File: src/rtl/prio_decoder_buf.sv
// Buffered N-to-2^N decoder: decodes {in_any, in_code} to a one-hot word and queues it in a DEPTH-entry FIFO.
// Optional per-pop statistics (word_cnt, zero_cnt) are enabled by defining PRIO_DECODER_BUF_STATS_EN.
module prio_decoder_buf #(
  parameter int CODE_W = 3,
  parameter int DEPTH  = 2
) (
  input  logic                     clk,
  input  logic                     rst,
  input  logic                     in_valid,
  input  logic [CODE_W-1:0]        in_code,
  input  logic                     in_any,
  output logic                     in_ready,
  output logic                     out_valid,
  output logic [(2**CODE_W)-1:0]   out_onehot,
  input  logic                     out_ready
`ifdef PRIO_DECODER_BUF_STATS_EN
  ,
  output logic [15:0]              word_cnt,
  output logic [15:0]              zero_cnt
`endif
);

  localparam int OUT_W = 2 ** CODE_W;
  localparam int PTR_W = $clog2(DEPTH);
  localparam int CNT_W = PTR_W + 1;
  localparam logic [CNT_W-1:0] FULL_CNT = CNT_W'(DEPTH);

  // Occupancy class; kept as a register alongside count so the handshake outputs are plain flop decodes.
  typedef enum logic [1:0] {
    EMPTY,
    PARTIAL,
    FULL
  } state_t;

  state_t             state;
  state_t             state_next;
  logic [CNT_W-1:0]   count;
  logic [CNT_W-1:0]   count_next;
  logic [PTR_W-1:0]   rd_ptr;
  logic [PTR_W-1:0]   wr_ptr;
  logic [OUT_W-1:0]   mem [DEPTH];
  logic [OUT_W-1:0]   decoded;
  logic [OUT_W-1:0]   head;
  logic               push;
  logic               pop;

  assign in_ready   = !rst && (state != FULL);
  assign out_valid  = (state != EMPTY);
  assign push       = in_valid && in_ready;
  assign pop        = out_valid && out_ready;
  assign head       = mem[rd_ptr];
  assign out_onehot = out_valid ? head : '0;

  always_comb begin
    decoded = '0;
    if (in_any) begin
      decoded[in_code] = 1'b1;
    end
  end

  always_comb begin
    count_next = count;
    state_next = state;
    unique case ({push, pop})
      2'b10:   count_next = count + CNT_W'(1);
      2'b01:   count_next = count - CNT_W'(1);
      default: count_next = count;
    endcase
    if (count_next == '0) begin
      state_next = EMPTY;
    end else if (count_next == FULL_CNT) begin
      state_next = FULL;
    end else begin
      state_next = PARTIAL;
    end
  end

  always_ff @(posedge clk) begin
    if (rst) begin
      state  <= EMPTY;
      count  <= '0;
      rd_ptr <= '0;
      wr_ptr <= '0;
    end else begin
      state <= state_next;
      count <= count_next;
      if (push) begin
        wr_ptr <= wr_ptr + PTR_W'(1);
      end
      if (pop) begin
        rd_ptr <= rd_ptr + PTR_W'(1);
      end
    end
  end

  // Storage is never cleared; reset only invalidates it through count and the pointers.
  always_ff @(posedge clk) begin
    if (push) begin
      mem[wr_ptr] <= decoded;
    end
  end

`ifdef PRIO_DECODER_BUF_STATS_EN
  always_ff @(posedge clk) begin
    if (rst) begin
      word_cnt <= '0;
      zero_cnt <= '0;
    end else if (pop) begin
      word_cnt <= word_cnt + 16'd1;
      if (head == '0) begin
        zero_cnt <= zero_cnt + 16'd1;
      end
    end
  end
`endif

endmodule

File: config.mk
export PLATFORM = sky130hd
export DESIGN_NAME = prio_decoder_buf
export DESIGN_NICKNAME = d
export VERILOG_FILES = /design/src/rtl/prio_decoder_buf.sv
export SDC_FILE = /design/constraint.sdc
export NUM_CORES = 1
export LEC_CHECK = 0
export ABC_AREA = 1
export CAP_MARGIN = 40
export CORE_MARGIN = 2
export CORE_UTILIZATION = 40
export DETAILED_ROUTE_END_ITERATION = 7
export PLACE_DENSITY = 0.69
export RECOVER_POWER = 50
export SYNTH_ARGS = -nofsm -noshare
export SYNTH_HDL_FRONTEND = slang
export SYNTH_SLANG_ARGS = --single-unit
File: constraint.sdc
create_clock -name clk -period 1.54 [get_ports clk]
set_clock_uncertainty 0.05 [all_clocks]
set_input_delay 0.154 -clock clk [delete_from_list [all_inputs] [get_ports clk]]
set_output_delay 0.154 -clock clk [all_outputs]
set_load 0.005 [all_outputs]
# After elaboration in Yosys (flattened, before gate mapping)
# Memories as Yosys holds them, arrays and structs flattened. A register that Yosys moved wholly into a read port is not among the register bits.
# Cells that the tools add are included.
[totals]
register_bits = 6
mem_bits_rw = 16
inputBits = 8
output_inout_bits = 10
elab_cells = 33
memories = 1
[mem_list]
columns = ["name", "words", "width", "rd", "rd_ports_with_merged_regs", "wr", "line", "text"]
rows = [
  ["mem", 2, 8, 1, 1, 1, "41", "logic [OUT_W-1:0] mem [DEPTH];"],
]
[op_classes]
addsub = 4
order_cmp = 2
eq_ne = 4
mux = 10
n_reduce_logical = 8
[op_table]
columns = ["cell", "count"]
rows = [
  ["8-bit 2-to-1 mux", 2],
  ["1-bit 2-to-1 mux", 5],
  ["2-bit equality test (second input constant)", 2],
  ["1-bit logical AND", 4],
  ["3-bit by 4-bit less-than comparator with 1-bit output (second input constant)", 1],
  ["2-bit one-hot mux with 2 select lines", 1],
  ["1-bit demux with 3-bit select", 1],
  ["3-bit by 1-bit greater-or-equal comparator with 1-bit output (second input constant)", 1],
  ["1-bit adder (second input constant)", 2],
  ["2-bit by 1-bit adder with 2-bit output (second input constant)", 1],
  ["2-bit by 1-bit equality test with 1-bit output (second input constant)", 1],
  ["2-bit zero test", 1],
  ["2-bit 2-to-1 mux", 1],
  ["2-bit != test (second input constant)", 1],
  ["2-bit nonzero test", 1],
  ["2-bit OR reduction", 1],
  ["2-bit by 1-bit subtractor with 2-bit output (second input constant)", 1],
  ["1-bit zero test", 1],
]

# Longest topological paths before layout
[logic_depth]
ltp_word = 7
ltp_mapped = 10
mapped_depth_nobuf = 10

# Worst setup path after synthesis
# OpenSTA, ideal clock, no wires.
[synth_timing]
path_type = "reg2reg"
from = "register state[0]"
to = "memory mem[1][0] in the netlist's numbering, enable pin"
setup_ns = 0.371
t_arrival_ns = 0.957
required_time_ns = 1.119
slack_ns = 0.162
stages_incl_launch_ff = 5
n_path_buf = 0
synth_period_minus_slack_ns = 1.378
cell_sequence = "dfxtp_1 inv_1 nand2_1 nand3_1 nor2_1"
[synth_via]
elab_chain_len = 5
[synth_rtl]
columns = ["element", "line", "text"]
rows = [
  ["start, declared", "35", "state_t state;"],
  ["start signal, assigned", "85", "state <= state_next;"],
  ["2-bit != test", "47", "assign in_ready = !rst && (state != FULL);"],
  ["1-bit logical AND", "47", ""],
  ["1-bit logical AND", "49", "assign push = in_valid && in_ready;"],
  ["1-bit 2-to-1 mux", "98", "if (push) begin"],
  ["1-bit 2-to-1 mux (not written as such)", "99", "mem[wr_ptr] <= decoded;"],
  ["end, declared", "41", ""],
]
# Every way passes these cells.

# Worst setup path in the final report
[layout_timing]
from = "register state[1]"
to = "output port out_onehot[0]"
[layout_via]
elab_chain_len = 2
[layout_rtl]
columns = ["element", "line", "text"]
rows = [
  ["2-bit nonzero test", "48", "assign out_valid = (state != EMPTY);"],
  ["8-bit 2-to-1 mux", "52", "assign out_onehot = out_valid ? head : '0;"],
  ["end, declared", "14", "output logic [(2**CODE_W)-1:0] out_onehot,"],
]
# Every way passes these cells.

==> impl_results.md <==
- Core Rows: 17
- Via Count: 739
- IO Count: 18
- Slowest Stage Delay on Critical Path: 380 ps
- WL/cell: 11.2 um
- RSZ-0062 raised after global routing: false
- Placed insts: 155
- Final Hold Fails: 0
- Buffers and inverters on the worst path: 2
- Critical Path AT: 1260 ps
- CP Capture Type: primary output
- F_max: 684 MHz
- DRC Markers: 0
- GPL Wtd Cong: 0.723
- Cells after synthesis: 101
- Mapped cell area: 971 um2
- First-pass GRT wire length: 2820 um
- CTS max path bufs: 2
- CP Cell Sequence: nor2_4 -> buf_12 -> a21oi_1 -> dlygate4sd2_1
- Grt total ovfl: 0
- Sw frac: 0.318
- Leak pwr: 0.598 nW
- Cell taking the most area after synthesis: edfxtp_1
- Worst hold path class: reg -> reg
- Total Power: 1.72 mW
- Layout cells sized above 1: 0.195
- Peak VDD IR: 0.649 mV
- CP max stage cell: dfxtp_4
- Number of diodes: 0
- Worst slew pin tran: 207 ps
- Core area: 2250 um2
- Sequential area share after synthesis: 0.639
- Avg Inst Size Synth: 9.61 um2
- Status: finished clean
- Finished Cell Area: 1310 um2
- Req. time, crit path: 1340 ps
- Drt total wl: 1810 um
- Die X: 53.3 um
- Final Critical Period: 1460 ps
- Post-DP HPWL: 1300 um
- Vias in the first global route: 667
- Multi-input combinational cell area: 305 um2
- Net Sw Power: 0.548 mW
- P_int: 1.17 mW
- Clk root buf: clkbuf_4
- Seq. cell area: 629 um2
- Via/cell ratio: 4.59
- CTS tree: done
- IO Port Bufs: 17
- Max-cap violations: 0
- Nets: 143
- CTS H-tree depth: 1
- DP Area: 1260 um2
- Count leader, synth: nand2_1
- Initial antenna violation count: 0
- Filler cell count: 216
- CP delay by family, top: buffers and inverters
- Asr flop ratio synth: 0
- Slew HR: 0.861
- Die Y: 53.3 um
- Overall routing resource usage: 0.142
- Fin cells: 161
- Sequential Power Share: 0.464
- Layout Area Growth over Synthesis: 35.2%
- Crit path launch type: flop
- Largest net degree at the start of global routing: 13
- Post-route ant nets: 0
- Clk pwr share: 0.152
- Pre-antenna DRT Iters: 4
- Syn_nets: 110
- Clock slew at reported path FFs: 120 ps
- Worst-skew pair later-pin latency: 300 ps
- Initial DRC count: 8
- P per Cell Area: 1310 nW/um2
- Synthesized flop and latch total: 23
- Hold-fix buffers, CTS: 0
- CP max FO: 9
- Die area: 2840 um2
- Initial core utilization: 0.431
- Final Setup Violations: 0
- Crit Path Class: reg -> out
- Yosys Warn Count: 0
- Pins Over Slew Limit: 0
- Yosys top cell area share: 0.495
- Period utilization: 0.949
- Synth top area cells: edfxtp_1 (49%), dfxtp_1 (14%), nand2_1 (10%), inv_1 (6.2%), a21oi_1 (5.7%)
- TritonCTS Buffers: 3
- Logic pwr share: 0.383
- Top_reg_cell synth: edfxtp_1
- Count of flip-flops with a built-in enable after synthesis: 16
- Yosys cell types: 14
- # clock sinks: 23
- Most instantiated cells after synthesis: nand2_1 (27), edfxtp_1 (16), inv_1 (16), nor2_1 (12), a21oi_1 (11)
## cells by family after synthesis
group                    after synthesis  share of synthesized area
flip-flops                            23                      0.639
buffers and inverters                 17                     0.0670
AND/OR/NAND/NOR                       46                      0.201
XOR/XNOR                               1                    0.00902
adder cells (fa/ha/maj)                1                     0.0129
AO/OA/AOI/OAI                         13                     0.0709
## placed cells by master (no fill, tap or decap)
cell	Yosys	routed
nand2_1	27	27
buf_4	0	10
nand3_1	4	4
dfxtp_4	0	2
dfxtp_1	7	4
edfxtp_1	16	16
xor2_2	0	1
nor2_4	2	2
o21ai_0	0	1
nand4_1	1	1
dlygate4sd3_1	0	1
dfxtp_2	0	1
dlymetal6s2s_1	0	1
nor2_1	12	12
ha_4	0	1
a21oi_2	1	1
dlygate4sd2_1	0	7
clkbuf_1	0	1
buf_12	0	1
clkbuf_2	0	3
clkdlybuf4s50_1	0	6
inv_1	16	15
clkbuf_4	0	3
inv_4	0	1
a21oi_1	11	11
## power groups by stage
stage,clock [mW],sequential [mW],combinational [mW]
finish,0.263,0.800,0.660
global route,0.292,0.811,0.728
CTS,0.266,0.797,0.646
detailed placement,0,0.800,0.600
global placement,0,0.801,0.585
floorplan,0,0.785,0.302
## final cells by class
| type | instances | share of cell area |
|---|---|---|
| Clock buffer | 4 | 0.0200 |
| Inverter | 16 | 0.0477 |
| Multi-Input combinational cell | 61 | 0.233 |
| Sequential cell | 23 | 0.480 |
| Tap cell | 28 | 0.0267 |
| Timing Repair Buffer | 29 | 0.194 |
## metrics by stage
stage | hold slack, ps | util | setup TNS, ps | setup slack (ps)
2_1_floorplan | 173 | - | 0 | 162
3_3_place_gp | 395 | 0.558 | -106 | -38.8
3_5_place_dp | 396 | 0.558 | -807 | -122
4_1_cts | 416 | 0.582 | 0 | 4.01
5_1_grt | 449 | 0.582 | 0 | 1.97
6_report | 413 | 0.582 | 0 | 78.2
## sequential cells by signal (all words and copies together) (netlist names), named ones only
name and flops:
wr_ptr 1, state 2, mem 16, rd_ptr 1, count 2
## path summary, 6_finish.rpt
kind,startpoint,endpoint,slack [ps],depth (start not counted)
setup / recovery,state[1],out_onehot[0],80,4
hold / removal,rd_ptr,flop,410,1
setup reg to reg,state[1],state[1],110,9
hold reg to reg,rd_ptr,flop,410,1
## repair_timing
item,CTS,global route
endpoints found under the setup margin,10,7
pin swaps,1,0
endpoints found under the hold margin,0,0
buffers inserted,2,0
gates resized for setup,16,8
## metal layers
layer  vias to the layer above  track usage  wire length (um)
met5                         -            0                 0
met4                         0       0.0513                13
met3                         2       0.0254                81
met2                        21        0.245               917
met1                       329        0.175               793
li1                        387            -                 -
Note: power is estimated with default switching activity, not from simulation.
